File: src/rtl/fft_peak_finder_if.sv
// Handshake bundle for fft_peak_finder: sample stream in, max/min result out.
// m_tie_cnt exists only when PEAK_FINDER_TIE_CNT_EN is defined.
interface fft_peak_finder_if #(
  parameter int DATA_W = 32,
  parameter int IDX_W  = 6
);
  logic              signed_mode;
  logic              s_valid;
  logic              s_ready;
  logic [DATA_W-1:0] s_data;
  logic              m_valid;
  logic              m_ready;
  logic [DATA_W-1:0] m_max;
  logic [IDX_W-1:0]  m_max_idx;
  logic [DATA_W-1:0] m_min;
  logic [IDX_W-1:0]  m_min_idx;
`ifdef PEAK_FINDER_TIE_CNT_EN
  logic [IDX_W:0]    m_tie_cnt;

  modport master (
    output signed_mode, s_valid, s_data, m_ready,
    input  s_ready, m_valid, m_max, m_max_idx, m_min, m_min_idx, m_tie_cnt
  );
  modport slave (
    input  signed_mode, s_valid, s_data, m_ready,
    output s_ready, m_valid, m_max, m_max_idx, m_min, m_min_idx, m_tie_cnt
  );
`else
  modport master (
    output signed_mode, s_valid, s_data, m_ready,
    input  s_ready, m_valid, m_max, m_max_idx, m_min, m_min_idx
  );
  modport slave (
    input  signed_mode, s_valid, s_data, m_ready,
    output s_ready, m_valid, m_max, m_max_idx, m_min, m_min_idx
  );
`endif
endinterface

File: src/rtl/fft_peak_finder.sv
// Frame max/min finder with first-occurrence bin indices; optional tie count via PEAK_FINDER_TIE_CNT_EN.
// Result valid one cycle after last bin; s_ready drops while a result is held, HOLD waits on m_ready.
module fft_peak_finder #(
  parameter int DATA_W = 32,
  parameter int N_BINS = 64,
  parameter int IDX_W  = $clog2(N_BINS)
) (
  input  logic               clk,
  input  logic               rst_n,
  fft_peak_finder_if.slave   bus
);

  typedef enum logic [1:0] {IDLE, ACCUM, HOLD} state_t;

  state_t            state_q, state_d;
  logic [IDX_W-1:0]  bin_q, bin_d;
  logic              mode_q, mode_d;
  logic [DATA_W-1:0] max_q, max_d, min_q, min_d;
  logic [IDX_W-1:0]  max_idx_q, max_idx_d, min_idx_q, min_idx_d;
  logic              s_ready_q, s_ready_d;
  logic              m_valid_q, m_valid_d;
  logic              beat;
`ifdef PEAK_FINDER_TIE_CNT_EN
  logic [IDX_W:0]    tie_q, tie_d;
`endif

  // Differing sign bits decide the order; otherwise plain magnitude order.
  function automatic logic is_gt(input logic [DATA_W-1:0] a,
                                 input logic [DATA_W-1:0] b,
                                 input logic              sgn);
    if (a[DATA_W-1] != b[DATA_W-1])
      return sgn ? b[DATA_W-1] : a[DATA_W-1];
    else
      return a > b;
  endfunction

  assign beat = bus.s_valid && s_ready_q;

  always_ff @(posedge clk) begin
    if (!rst_n) begin
      state_q   <= IDLE;
      bin_q     <= '0;
      mode_q    <= 1'b0;
      max_q     <= '0;
      min_q     <= '0;
      max_idx_q <= '0;
      min_idx_q <= '0;
      s_ready_q <= 1'b0;
      m_valid_q <= 1'b0;
`ifdef PEAK_FINDER_TIE_CNT_EN
      tie_q     <= '0;
`endif
    end else begin
      state_q   <= state_d;
      bin_q     <= bin_d;
      mode_q    <= mode_d;
      max_q     <= max_d;
      min_q     <= min_d;
      max_idx_q <= max_idx_d;
      min_idx_q <= min_idx_d;
      s_ready_q <= s_ready_d;
      m_valid_q <= m_valid_d;
`ifdef PEAK_FINDER_TIE_CNT_EN
      tie_q     <= tie_d;
`endif
    end
  end

  always_comb begin
    state_d   = state_q;
    bin_d     = bin_q;
    mode_d    = mode_q;
    max_d     = max_q;
    min_d     = min_q;
    max_idx_d = max_idx_q;
    min_idx_d = min_idx_q;
`ifdef PEAK_FINDER_TIE_CNT_EN
    tie_d     = tie_q;
`endif
    case (state_q)
      IDLE: begin
        if (beat) begin
          max_d     = bus.s_data;
          min_d     = bus.s_data;
          max_idx_d = '0;
          min_idx_d = '0;
          mode_d    = bus.signed_mode;
          bin_d     = IDX_W'(1);
`ifdef PEAK_FINDER_TIE_CNT_EN
          tie_d     = (IDX_W+1)'(1);
`endif
          state_d   = ACCUM;
        end
      end
      ACCUM: begin
        if (beat) begin
          if (is_gt(bus.s_data, max_q, mode_q)) begin
            max_d     = bus.s_data;
            max_idx_d = bin_q;
`ifdef PEAK_FINDER_TIE_CNT_EN
            tie_d     = (IDX_W+1)'(1);
`endif
          end
`ifdef PEAK_FINDER_TIE_CNT_EN
          else if (bus.s_data == max_q) begin
            tie_d = tie_q + (IDX_W+1)'(1);
          end
`endif
          if (is_gt(min_q, bus.s_data, mode_q)) begin
            min_d     = bus.s_data;
            min_idx_d = bin_q;
          end
          // Counter wraps to zero naturally on the last bin.
          bin_d = bin_q + IDX_W'(1);
          if (bin_q == IDX_W'(N_BINS - 1))
            state_d = HOLD;
        end
      end
      HOLD: begin
        if (m_valid_q && bus.m_ready)
          state_d = IDLE;
      end
      default: state_d = IDLE;
    endcase
    s_ready_d = (state_d != HOLD);
    m_valid_d = (state_d == HOLD);
  end

  assign bus.s_ready   = s_ready_q;
  assign bus.m_valid   = m_valid_q;
  assign bus.m_max     = max_q;
  assign bus.m_max_idx = max_idx_q;
  assign bus.m_min     = min_q;
  assign bus.m_min_idx = min_idx_q;
`ifdef PEAK_FINDER_TIE_CNT_EN
  assign bus.m_tie_cnt = tie_q;
`endif

endmodule
File: src/flat_wrapper.sv
// flat-port wrapper written by rule: the top's interface ports become plain ports
module fft_peak_finder_flat 
#(
  parameter int DATA_W = 32,
  parameter int N_BINS = 64,
  parameter int IDX_W  = $clog2(N_BINS)
)
  (clk, rst_n, bus_signed_mode, bus_s_valid, bus_s_data, bus_m_ready, bus_s_ready, bus_m_valid, bus_m_max, bus_m_max_idx, bus_m_min, bus_m_min_idx);
  fft_peak_finder_if #(.DATA_W(DATA_W), .IDX_W(IDX_W)) bus_i ();
  input  logic clk;
  input  logic rst_n;
  input wire logic [$bits(bus_i.signed_mode)-1:0] bus_signed_mode;
  input wire logic [$bits(bus_i.s_valid)-1:0] bus_s_valid;
  input wire logic [$bits(bus_i.s_data)-1:0] bus_s_data;
  input wire logic [$bits(bus_i.m_ready)-1:0] bus_m_ready;
  output wire logic [$bits(bus_i.s_ready)-1:0] bus_s_ready;
  output wire logic [$bits(bus_i.m_valid)-1:0] bus_m_valid;
  output wire logic [$bits(bus_i.m_max)-1:0] bus_m_max;
  output wire logic [$bits(bus_i.m_max_idx)-1:0] bus_m_max_idx;
  output wire logic [$bits(bus_i.m_min)-1:0] bus_m_min;
  output wire logic [$bits(bus_i.m_min_idx)-1:0] bus_m_min_idx;
  assign bus_i.signed_mode = bus_signed_mode;
  assign bus_i.s_valid = bus_s_valid;
  assign bus_i.s_data = bus_s_data;
  assign bus_i.m_ready = bus_m_ready;
  assign bus_s_ready = bus_i.s_ready;
  assign bus_m_valid = bus_i.m_valid;
  assign bus_m_max = bus_i.m_max;
  assign bus_m_max_idx = bus_i.m_max_idx;
  assign bus_m_min = bus_i.m_min;
  assign bus_m_min_idx = bus_i.m_min_idx;
  fft_peak_finder #(.DATA_W(DATA_W), .N_BINS(N_BINS), .IDX_W(IDX_W)) u_core (.clk(clk), .rst_n(rst_n), .bus(bus_i));
endmodule
File: config.mk
export PLATFORM = sky130hd
export DESIGN_NAME = fft_peak_finder_flat
export DESIGN_NICKNAME = d
export VERILOG_FILES = /design/src/rtl/fft_peak_finder_if.sv /design/src/rtl/fft_peak_finder.sv /design/src/flat_wrapper.sv
export SDC_FILE = /design/constraint.sdc
export NUM_CORES = 1
export LEC_CHECK = 0
export ABC_CLOCK_PERIOD_IN_PS = 3100
export CAP_MARGIN = 40
export CORE_MARGIN = 3
export CORE_UTILIZATION = 45
export CTS_BUF_LIST = sky130_fd_sc_hd__clkbuf_8
export CTS_CLUSTER_SIZE = 40
export DETAILED_ROUTE_END_ITERATION = 10
export PLACE_DENSITY = 0.73
export SYNTH_ARGS = -nofsm -noshare
export SYNTH_HDL_FRONTEND = slang
export SYNTH_SLANG_ARGS = --single-unit
File: constraint.sdc
create_clock -name clk -period 3.1 [get_ports clk]
set_clock_uncertainty 0.1 [all_clocks]
set_input_delay 0.62 -clock clk [delete_from_list [all_inputs] [get_ports clk]]
set_output_delay 0.62 -clock clk [all_outputs]
set_load 0.05 [all_outputs]
==> implementation parameters <==
Parameter                              Value

Flow run
  Max-cap viol count ... 0

Hold path
  Worst Min Path Start ... u_core.bus.m_min_idx[5]
  Sink of the worst hold path ... u_core.bus.m_min_idx[5]
  Worst hold path type ... reg -> reg
  Min-Delay Path Depth ... 2

Critical path
  List of cells traversed by the critical path ... clkdlybuf4s50_1 -> ha_1 -> and4_4 -> nand4_1 -> buf_4 -> a21oi_1 -> a21oi_1 -> a21oi_2 -> o221ai_4 -> buf_12 -> buf_12 -> buf_16 -> mux2i_1
  Cells on worst reg2reg path ... 9
  Path length in cells of the critical path ... 13
  Critical-path maximum fanout ... 8
  Type of the setup path with the least slack ... in -> reg
  Kind of start point of the critical path ... primary input
  Critical Path AT ... approximately 3.2 ns
  Required arrival time at the worst endpoint ... ~3.3 ns
  Worst stage delay on the critical path ... just under 0.5 ns
  Largest delay share family, worst path ... buffers and inverters
  Flop-to-flop setup slack ... roughly 0.24 ns
  Critical Path Sink Type ... register
  Buffers and inverters on the worst path ... 5
  Critical path's slowest cell ... sky130_fd_sc_hd__clkdlybuf4s50_1
  RR Startpoint ... u_core.bus.m_max[26]
  Capturing point of the worst reg2reg path ... u_core.bus.m_max[23]

STA
  Setup repair after global routing missed its margin ... false
  Remaining max-slew budget at the tightest pin ... 53.4%
  Finish-stage setup viols ... 0
  Worst hold margin ... between 0.3 and 0.4 ns
  Final cycle utilization of the critical path ... around 97%
  Final-report hold violation count ... 0
  Final critical delay including setup and external delays ... about 3 ns
  Max-slew violation count ... 0
  Measured slew at the worst slew-check pin ... approximately 0.7 ns
  Max frequency ... between 0.3 and 0.4 GHz

Detailed routing
  Total iterations of the first detailed-routing run ... 5
  Number of vias per cell after detailed routing ... roughly 5.4
  Routed wirelength normalized by instance count ... between 15 and 20 µm
  Max layer used ... met4
  Routed vias ... a little under 5000
  Drt initial violations ... between 300 and 400
  Wire length after detailed routing ... ~15 mm
  ANT nets after route ... 0
  Total DRC errors in the routed layout ... 0
  Routed met3 length ... approximately 900 µm
  WL met1 ... around 6.4 mm
  WL met2 ... approximately 7.3 mm

Die
  Area of the core region ... ~11000 µm²
  Floorplan die width ... approximately 110 µm
  Row count ... 38
  Height of the chip ... ~110 µm
  Initial Utilization ... a little under half
  Number of I/O pins ... between 100 and 150
  Total Die Area ... between 10000 and 15000 µm²

Yosys
  EDFF count, synth ... 0
  Synth cell types ... 42
  Number of instances in the synthesized netlist ... 617
  Synthesized flop and latch total ... 87
  Syn Nets ... approximately 720
  Warnings, synthesis ... 0
  FFs w/ async S/R, synth ... 0%
  Library cell with the largest summed area after synthesis ... sky130_fd_sc_hd__dfxtp_1
  Synthesized area divided by synthesized cell count ... approximately 8.2 µm²
  Synth area leaders ... sky130_fd_sc_hd__dfxtp_1 (35%), sky130_fd_sc_hd__ha_1 (16%), sky130_fd_sc_hd__mux2i_1 (9.1%)
  Fraction of post-synthesis cell area in the top cell type by area ... 34.5%
  Sequential area share after synthesis ... roughly a third
  Post-synthesis instance area ... between 5000 and 6000 µm²
  Primary flip-flop cell chosen by synthesis mapping ... sky130_fd_sc_hd__dfxtp_1

Clocking
  TritonCTS sink count ... slightly below 90
  TritonCTS clock tree ... yes
  Post-CTS clock slew at the launch and capture registers of the worst setup and hold paths ... 0.10 ns
  Inserted Clock Buffers ... 9
  CTS HTree Levels ... 3
  Clock Latency Late Sink ... 0.37 ns
  Clock root buffer ... sky130_fd_sc_hd__clkbuf_8
  Hold-fix buffers, CTS ... 0
  Largest buffer count on any clock path ... 2

Global route
  GR Overflow Total ... 0
  Via count of the first global-routing pass ... a little under 5000
  Largest net degree at the start of global routing ... 38
  Wire length of the first global-routing pass ... between 20 and 25 mm
  Overall track demand over capacity in global routing ... a little under a quarter
  Number of antenna violations at the first check in global routing ... 1

Layout
  Count of nets after finishing ... between 800 and 900
  # fillers ... a little under 900
  Fraction of the core area covered by cells at the end of the flow ... approximately 66%
  Fraction of layout instances using a drive strength above 1 ... around 12%
  Area added between synthesis and finish ... 41.3%

Place
  DP HPWL ... between 10 and 15 mm
  Placer congestion estimate ... ~0.85
  IO Port Bufs ... 114

Power
  Power density over the cells ... 406 nW/µm²
  Peak VDD IR ... between 0.2 and 0.3 mV
  Lkg Pwr ... roughly 0.0032 µW
  Total power after layout ... between 2000 and 3000 µW

Outcome
  Run status ... complete, no violations
-- cell usage in the layout, fill, tap and decap left out, types with 4 or more instances in the layout --
cell                              netlist  routed
sky130_fd_sc_hd__a21o_1                 9       9
sky130_fd_sc_hd__nand2_1              100     100
sky130_fd_sc_hd__mux2i_1               46      46
sky130_fd_sc_hd__dfxtp_1               87      87
sky130_fd_sc_hd__nor2_1                12      12
sky130_fd_sc_hd__o21ai_0               12      12
sky130_fd_sc_hd__ha_1                  65      59
sky130_fd_sc_hd__nand3_1               38      38
sky130_fd_sc_hd__dlymetal6s2s_1         0      15
sky130_fd_sc_hd__nand4_1               16      16
sky130_fd_sc_hd__clkdlybuf4s50_1        0      96
sky130_fd_sc_hd__inv_1                 67      67
sky130_fd_sc_hd__buf_12                 2       8
sky130_fd_sc_hd__clkbuf_8               0       9
sky130_fd_sc_hd__buf_4                  1      44
sky130_fd_sc_hd__a21oi_1               62      61
sky130_fd_sc_hd__nor2b_1                4       4
sky130_fd_sc_hd__o21ai_1               35      34
sky130_fd_sc_hd__ha_4                   0       6
-- cell usage after synthesis (all sizes together) (3+ instances only) --
cell type / n
a21o: 9
ha: 65
nor2b: 4
dfxtp: 87
xor2: 3
a21oi: 62
and2: 4
o21ai: 47
nand4: 16
nand2: 100
nand3: 38
mux2i: 46
buf: 14
nor2: 13
clkbuf: 16
inv: 69
-- repair_timing --
item	in CTS	in global routing
endpoints found under the setup margin	42	74
cloned	2	0
setup buffers	2	2
pin swaps	2	11
resized for setup	6	29
-- per-stage QoR --
step	setup TNS (ns)	setup WS [ns]	cell area [µm²]	cells
CTS	0	0.00618	6970	912
floorplan	0	0.135	5050	617
global route	0	0.0200	7130	915
global placement	-24.89	-0.370	6670	892
detailed placement	-28.87	-0.445	6670	892
finish	0	0.0995	7130	915
-- worst reg2reg max path: stages (launching register included) --
cell	delay, ns
sky130_fd_sc_hd__dfxtp_1	0.40
sky130_fd_sc_hd__inv_1	0.10
sky130_fd_sc_hd__ha_4	0.27
sky130_fd_sc_hd__nand4_1	0.14
sky130_fd_sc_hd__or4_4	0.55
sky130_fd_sc_hd__o41a_1	0.42
sky130_fd_sc_hd__o221ai_4	0.20
sky130_fd_sc_hd__buf_12	0.16
sky130_fd_sc_hd__bufbuf_16	0.28
sky130_fd_sc_hd__mux2i_1	0.17
-- final cells by class --
class                   instances  area [µm²]  share of cell area [%]
multi-input cells             431        3010                    42.2
repair buffers                171        1760                    24.6
flip-flops and latches         87        1740                    24.4
inverters                      69         259                    3.63
well taps                     140         175                    2.46
clock buffers                   9         124                    1.74
clock inverters                 7        61.3                   0.860
diodes                          1        2.50                  0.0351
-- worst max path at each step --
stage	start	endpoint	slack, ns
5_1_grt	bus_s_data[14]	u_core.bus.m_max[20]	0.02
3_5_place_dp	bus_s_data[31]	u_core.bus.m_max[8]	-0.44
3_3_place_gp	bus_s_data[27]	u_core.bus.m_min[31]	-0.37
4_1_cts	bus_s_data[29]	u_core.bus.m_max[21]	0.006
2_1_floorplan	u_core.bus.m_max[31]	u_core.bus.m_max[11]	0.13
6_report	bus_s_data[14]	u_core.bus.m_max[10]	0.1
-- flip-flops by register name (all words and copies together) (netlist names) --
name and flops:
u_core.bus.m_min 32, u_core.mode_q 1, u_core.state_q 2, u_core.bin_q 6, u_core.bus.m_max_idx 6, u_core.bus.s_ready 1
u_core.bus.m_valid 1, u_core.bus.m_max 32, u_core.bus.m_min_idx 6
-- power by group --
group	internal, µW	switching [µW]	total, µW
logic	372	521	893
registers	1170	55.0	1230
clock network	307	470	777
-- per-layer routing --
metal,vias to the layer above,track usage [%]
li1,2430,-
met3,18,4.35
met4,0,7.70
met1,2327,29.5
met2,150,39.0
met5,-,0
-- cell families after synthesis --
kind of cell	count (synthesis)	synth area share [%]
mux	46	9.12
fa+ha+maj	65	16.1
buf+inv	99	8.30
xor+xnor	3	0.521
flops	87	34.5
simple gates	184	16.4
compound gates	133	15.0
Power figures use the tool's default switching activity.
